File: src/rtl/leb128_reader_if.sv
// leb128_reader_if -- byte-ROM read channel used by leb128_reader.
//   rom_addr    : byte address presented to the ROM (reader -> ROM)
//   rom_read_en : read request, held while the reader waits for a byte
//   rom_data    : ROM byte, valid while rom_ready = 1 (ROM -> reader)
//   rom_ready   : one-cycle response pulse
// The ROM answers once per new address, so the reader never repeats an
// address within one decode.
interface leb128_reader_if;
    logic [31:0] rom_addr;
    logic        rom_read_en;
    logic [7:0]  rom_data;
    logic        rom_ready;

    modport master (
        output rom_addr,
        output rom_read_en,
        input  rom_data,
        input  rom_ready
    );

    modport slave (
        input  rom_addr,
        input  rom_read_en,
        output rom_data,
        output rom_ready
    );
endinterface

File: src/rtl/leb128_reader.sv
// leb128_reader -- fetches one LEB128 value (u32 or i32) byte by byte from a
// ROM and reports the decoded value, the byte count and the following address.
//   clk, rst    : clock, synchronous active-high reset
//   start       : begin a decode (accepted only in IDLE)
//   start_addr  : address of the first encoded byte, sampled with start
//   signed_mode : 0 = u32, 1 = i32 (sign-extended), sampled with start
//   rom         : ROM read channel (leb128_reader_if.master)
//   busy        : decode in progress
//   done        : one-cycle pulse at the end of every decode
//   value       : decoded (or partial) value, held until the next start
//   next_addr   : start_addr + byte_count, held like value
//   byte_count  : bytes consumed (0..5)
//   error       : overlong encoding or ROM timeout, held like value
module leb128_reader #(
    parameter int unsigned TIMEOUT = 16
) (
    input  logic            clk,
    input  logic            rst,
    input  logic            start,
    input  logic [31:0]     start_addr,
    input  logic            signed_mode,
    leb128_reader_if.master rom,
    output logic            busy,
    output logic            done,
    output logic [31:0]     value,
    output logic [31:0]     next_addr,
    output logic [2:0]      byte_count,
    output logic            error
);

    localparam int unsigned TW = (TIMEOUT < 1) ? 1 : $clog2(TIMEOUT + 1);

    localparam logic [1:0] S_IDLE   = 2'd0;
    localparam logic [1:0] S_FETCH  = 2'd1;
    localparam logic [1:0] S_FINISH = 2'd2;

    logic [1:0]    state_q,      state_d;
    logic [31:0]   addr_q,       addr_d;
    logic [31:0]   base_q,       base_d;
    logic          signed_q,     signed_d;
    logic [31:0]   acc_q,        acc_d;
    logic [5:0]    shift_q,      shift_d;
    logic [2:0]    count_q,      count_d;
    logic [TW-1:0] tmo_q,        tmo_d;
    logic [31:0]   value_q,      value_d;
    logic [31:0]   next_addr_q,  next_addr_d;
    logic [2:0]    byte_count_q, byte_count_d;
    logic          error_q,      error_d;

    logic [31:0]   acc_upd;
    logic [5:0]    shift_upd;
    logic [2:0]    count_upd;
    logic [31:0]   sign_mask;

    always_comb begin
        state_d      = state_q;
        addr_d       = addr_q;
        base_d       = base_q;
        signed_d     = signed_q;
        acc_d        = acc_q;
        shift_d      = shift_q;
        count_d      = count_q;
        tmo_d        = tmo_q;
        value_d      = value_q;
        next_addr_d  = next_addr_q;
        byte_count_d = byte_count_q;
        error_d      = error_q;

        // Truncation to 32 bits drops bits [6:4] of the fifth byte (shift 28).
        acc_upd   = acc_q | (32'(rom.rom_data[6:0]) << shift_q);
        shift_upd = shift_q + 6'd7;
        count_upd = count_q + 3'd1;
        sign_mask = {32{1'b1}} << shift_upd;

        case (state_q)
            S_IDLE: begin
                if (start) begin
                    state_d  = S_FETCH;
                    addr_d   = start_addr;
                    base_d   = start_addr;
                    signed_d = signed_mode;
                    acc_d    = '0;
                    shift_d  = '0;
                    count_d  = '0;
                    tmo_d    = '0;
                    error_d  = 1'b0;
                end
            end
            S_FETCH: begin
                if (rom.rom_ready) begin
                    acc_d   = acc_upd;
                    shift_d = shift_upd;
                    count_d = count_upd;
                    tmo_d   = '0;
                    if (!rom.rom_data[7]) begin
                        state_d      = S_FINISH;
                        value_d      = (signed_q && rom.rom_data[6] && shift_upd < 6'd32)
                                       ? (acc_upd | sign_mask) : acc_upd;
                        next_addr_d  = base_q + 32'(count_upd);
                        byte_count_d = count_upd;
                        error_d      = 1'b0;
                    end else if (count_q == 3'd4) begin
                        // Continuation bit on the fifth byte: overlong encoding.
                        state_d      = S_FINISH;
                        value_d      = acc_upd;
                        next_addr_d  = base_q + 32'd5;
                        byte_count_d = 3'd5;
                        error_d      = 1'b1;
                    end else begin
                        addr_d = addr_q + 32'd1;
                    end
                end else if (tmo_q == TW'(TIMEOUT)) begin
                    state_d      = S_FINISH;
                    value_d      = acc_q;
                    next_addr_d  = base_q + 32'(count_q);
                    byte_count_d = count_q;
                    error_d      = 1'b1;
                end else begin
                    tmo_d = tmo_q + TW'(1);
                end
            end
            S_FINISH: state_d = S_IDLE;
            default:  state_d = S_IDLE;
        endcase
    end

    always_ff @(posedge clk) begin
        if (rst) begin
            state_q      <= S_IDLE;
            addr_q       <= '0;
            base_q       <= '0;
            signed_q     <= 1'b0;
            acc_q        <= '0;
            shift_q      <= '0;
            count_q      <= '0;
            tmo_q        <= '0;
            value_q      <= '0;
            next_addr_q  <= '0;
            byte_count_q <= '0;
            error_q      <= 1'b0;
        end else begin
            state_q      <= state_d;
            addr_q       <= addr_d;
            base_q       <= base_d;
            signed_q     <= signed_d;
            acc_q        <= acc_d;
            shift_q      <= shift_d;
            count_q      <= count_d;
            tmo_q        <= tmo_d;
            value_q      <= value_d;
            next_addr_q  <= next_addr_d;
            byte_count_q <= byte_count_d;
            error_q      <= error_d;
        end
    end

    assign rom.rom_addr    = addr_q;
    assign rom.rom_read_en = (state_q == S_FETCH);
    assign busy            = (state_q == S_FETCH);
    assign done            = (state_q == S_FINISH);
    assign value           = value_q;
    assign next_addr       = next_addr_q;
    assign byte_count      = byte_count_q;
    assign error           = error_q;

endmodule

File: src/flat_wrapper.sv
// flat-port wrapper written by rule: the top's interface ports become plain ports
module leb128_reader_flat 
#(
    parameter int unsigned TIMEOUT = 16
)
  (clk, rst, start, start_addr, signed_mode, busy, done, value, next_addr, byte_count, error, rom_rom_addr, rom_rom_read_en, rom_rom_data, rom_rom_ready);
  leb128_reader_if rom_i ();
  input  logic clk;
  input  logic rst;
  input  logic start;
  input  logic [31:0] start_addr;
  input  logic signed_mode;
  output logic busy;
  output logic done;
  output logic [31:0] value;
  output logic [31:0] next_addr;
  output logic [2:0] byte_count;
  output logic error;
  output wire logic [$bits(rom_i.rom_addr)-1:0] rom_rom_addr;
  output wire logic [$bits(rom_i.rom_read_en)-1:0] rom_rom_read_en;
  input wire logic [$bits(rom_i.rom_data)-1:0] rom_rom_data;
  input wire logic [$bits(rom_i.rom_ready)-1:0] rom_rom_ready;
  assign rom_rom_addr = rom_i.rom_addr;
  assign rom_rom_read_en = rom_i.rom_read_en;
  assign rom_i.rom_data = rom_rom_data;
  assign rom_i.rom_ready = rom_rom_ready;
  leb128_reader #(.TIMEOUT(TIMEOUT)) u_core (.clk(clk), .rst(rst), .start(start), .start_addr(start_addr), .signed_mode(signed_mode), .rom(rom_i), .busy(busy), .done(done), .value(value), .next_addr(next_addr), .byte_count(byte_count), .error(error));
endmodule
File: config.mk
export PLATFORM = sky130hd
export DESIGN_NAME = leb128_reader_flat
export DESIGN_NICKNAME = d
export VERILOG_FILES = /design/src/rtl/leb128_reader_if.sv /design/src/rtl/leb128_reader.sv /design/src/flat_wrapper.sv
export SDC_FILE = /design/constraint.sdc
export NUM_CORES = 1
export LEC_CHECK = 0
export BUFFER_PORTS_ARGS = -buffer_cell sky130_fd_sc_hd__buf_4
export CAP_MARGIN = 10
export CORE_MARGIN = 2
export CORE_UTILIZATION = 35
export CTS_BUF_LIST = sky130_fd_sc_hd__clkbuf_8
export CTS_CLUSTER_DIAMETER = 100
export DETAILED_ROUTE_END_ITERATION = 16
export PLACE_DENSITY = 0.51
export SYNTH_ARGS = -nofsm -noshare
export SYNTH_HDL_FRONTEND = slang
export SYNTH_SLANG_ARGS = --single-unit
File: constraint.sdc
create_clock -name clk -period 7.39 [get_ports clk]
set_clock_uncertainty 0.05 [all_clocks]
set_input_delay 0.3695 -clock clk [delete_from_list [all_inputs] [get_ports clk]]
set_output_delay 0.3695 -clock clk [all_outputs]
set_load 0.1 [all_outputs]
==> impl_results.md <==
* Clk slew on worst S/H paths at 0.11 ns
* Pleak at 4.00 nW
* WHS at 0.0938 ns
* Clock Sinks at 181
* Crit share post-route at 0.429
* WL met2 at 12,900 um
* Critical Path RT at 7.71 ns
* CP Capture Type: flip-flop
* Max-cap viol count at 0
* Die Y at 166 um
* Wire length on met3 at 1850 um
* Count leader, synth: dfxtp_1
* Worst-margin pin slew at 1.04 ns
* Final hold vios at 0
* IO Count at 148
* DRT iter0 DRCs at 669
* M1 wire length at 16,200 um
* H-tree depth at 4
* Synth warn at 0
* # setup viols final at 0
* Routability congestion estimate at 0.964
* Commonest cells post-synth: dfxtp_1 (181), nand2_1 (163), nor2_1 (121)
* Yosys cell types at 79
* Synth Register Bits at 181
* Initial cell density of the core at 0.355
* Sequential cell area at 3620 sq um
* Multi-input logic area at 5210 sq um
* Minimum clock period at 3.17 ns
* Power density over the cells at 215 nW/um^2
* Via/cell ratio at 5.59
* CTS tree: built
* PostCTS Resize Cnt at 0
* Slew HR at 0.305
* Crit path DAT at 3.50 ns
* Yosys top cell by area: dfxtp_1
* Slowest stage delay, CP at 0.80 ns
* CP top delay family: compound AO/OA/AOI/OAI gates
* Crit path kind: flip-flop to flip-flop
* Switch share at 0.352
* Syn_area_per_cell at 8.01 sq um
* Top-area cell type share of the netlist area at 0.393
* Global-route wire length before repair at 48,700 um
* # nets final at 1,308
* VDD IR max at 0.112 mV
* Clock tree buffer depth at 2
* Post-CTS Setup Bufs at 0
* Ranking of synthesized cells by area: dfxtp_1 (39%), nand2_1 (6.6%), a21oi_1 (5.7%)
* GR Util All Layers at 0.220
* Clk_lat worst skew at 0.48 ns
* Final HPWL DP at 22,100 um
* Uppermost layer routed: met4
* Syn_nets at 1,208
* Antenna viol nets, final at 0
* Pint at 1.53 mW
* Number of I/O port buffers at 147
* CP cell instances: clkinv_1 -> ha_1 -> nor2b_1 -> o21ai_0 -> and3_4 -> a31oi_1 -> o41ai_1
* EDFF count, synth at 0
* Setup TNS at 0 ns
* CORE AREA at 26,000 sq um
* Cell Area, Synth at 9210 sq um
* Residual DRC at 0
* Worst hold path class: input pin to flip-flop
* Register share of total power at 0.453
* RSZ-0062 raised after global routing: no
* Clock share of power at 0.329
* Synthesized instance count at 1,150
* P&R area growth vs syn at 19.1%
* Post-synth top flop: dfxtp_1
* Critical Path Source Type: flip-flop
* Pin count of the biggest net entering global routing at 93
* Combinational power share at 0.218
* Initial antenna violation count at 1
* Psw at 831 uW
* Crit-path slowest cell: dfxtp_1
* Status: finished clean
* Wire per inst at 19.6 um
* Overall Power at 2.36 mW
* Seq/Total Area, Yosys at 0.393
* Routed vias at 8,941
* Async set or reset register ratio after synthesis at 0
* Fill cells at 2,720
* Routed wire length at 31,400 um
* Rows at 59
* Number of global-route vias before repair at 8,103
* Number of hold buffers added after CTS at 0
* CP Buf/Inv Count at 1
* Die Area at 27,600 sq um
* Final number of max-transition violations at 0
* Clock root buffer: clkbuf_8
* CP max FO at 18
* Die width at 166 um
* Initial DRT Pass Iterations at 5
* Grt total ovfl at 0
* Max frequency at 315 MHz
* Share of layout cells above drive strength 1 at 0.177
* Cts bufs inserted at 17
[cells in the final DEF, fill, tap and decap left out, drive strengths merged, types with 7 or more instances in the layout]
cell type    n
nor2       121
and3        14
a41oi        7
nor4        15
nand3       38
nor3        31
a31oi       26
buf        161
nand2      163
mux2i       12
inv         20
and2        11
clkbuf      18
nor2b       11
a311oi       8
mux2         8
a22o         7
nand4       19
a21oi      105
a211o        8
clkinv       7
a211oi      47
o21ai       42
a32oi        7
ha          12
o21bai       8
xnor2       27
nand2b      10
dfxtp      181
or3         16
[registers in the layout (all words and copies together) (netlist names)]
signal               cells
u_core.tmo_q             5
u_core.shift_q           6
u_core.base_q           32
u_core.value            32
u_core.count_q           3
u_core.acc_q            32
u_core.rom.rom_addr     32
u_core.state_q           2
u_core.next_addr        32
u_core.signed_q          1
u_core.error             1
u_core.byte_count        3
[per-stage QoR]
step / instances / utilization / cell area (sq um) / setup slack (ns)
after floorplan: 1150 / - / 9210 / 4.50
after global placement: 1566 / 0.405 / 10500 / 4.31
after detailed placement: 1566 / 0.405 / 10500 / 4.22
after CTS: 1598 / 0.422 / 11000 / 4.23
after global routing: 1599 / 0.422 / 11000 / 3.92
final: 1599 / 0.422 / 11000 / 4.22
[kinds of logic after synthesis]
kind of cell / share of synthesized area
AND/OR/NAND/NOR: 0.250
AO/OA/AOI/OAI: 0.231
flip-flops: 0.393
buffers and inverters: 0.0439
XOR/XNOR: 0.0304
multiplexers: 0.0326
adder cells (fa/ha/maj): 0.0185
[area by class of cell]
class / count / share of cell area
tap: 335 / 0.0382
clock inverter: 14 / 0.0179
sequential: 181 / 0.330
timing repair buffer: 161 / 0.110
clock buffer: 18 / 0.0226
inverter: 17 / 0.00581
antenna: 1 / 0.000228
multi-input combinational: 872 / 0.475
[per-layer routing]
metal / vias to the layer above / GRT usage
met1: 4230 / 0.348
met2: 279 / 0.308
met4: 0 / 0.0499
met3: 30 / 0.0386
met5: - / 0
li1: 4402 / -
[power groups by stage]
stage | sequential, mW | clock (mW) | combinational, mW
CTS | 1.07 | 0.796 | 0.513
global placement | 1.09 | 0 | 0.513
global route | 1.08 | 0.836 | 0.545
finish | 1.07 | 0.777 | 0.515
floorplan | 1.25 | 0 | 0.203
detailed placement | 1.09 | 0 | 0.512
[final timing paths]
path | start | to | slack (ns) | cells after the start
worst min-delay path | signed_mode | u_core.signed_q | 0.09 | 3
worst max register to register | u_core.shift_q[0] | u_core.value[2] | 4.22 | 7
worst min register to register | u_core.acc_q[0] | u_core.acc_q[0] | 0.41 | 2
worst max-delay path | u_core.shift_q[0] | u_core.value[2] | 4.22 | 7
[worst register-to-register path: cells and delay by family (launching register included)]
kind	cells	cell delay, ns
AOI/OAI and AO/OA	3	0.89
buffers and inverters	1	0.44
adders and majority gates	1	0.36
DFF	1	0.80
and+or+nand+nor	2	0.53
(Power assumes the default switching activity.)
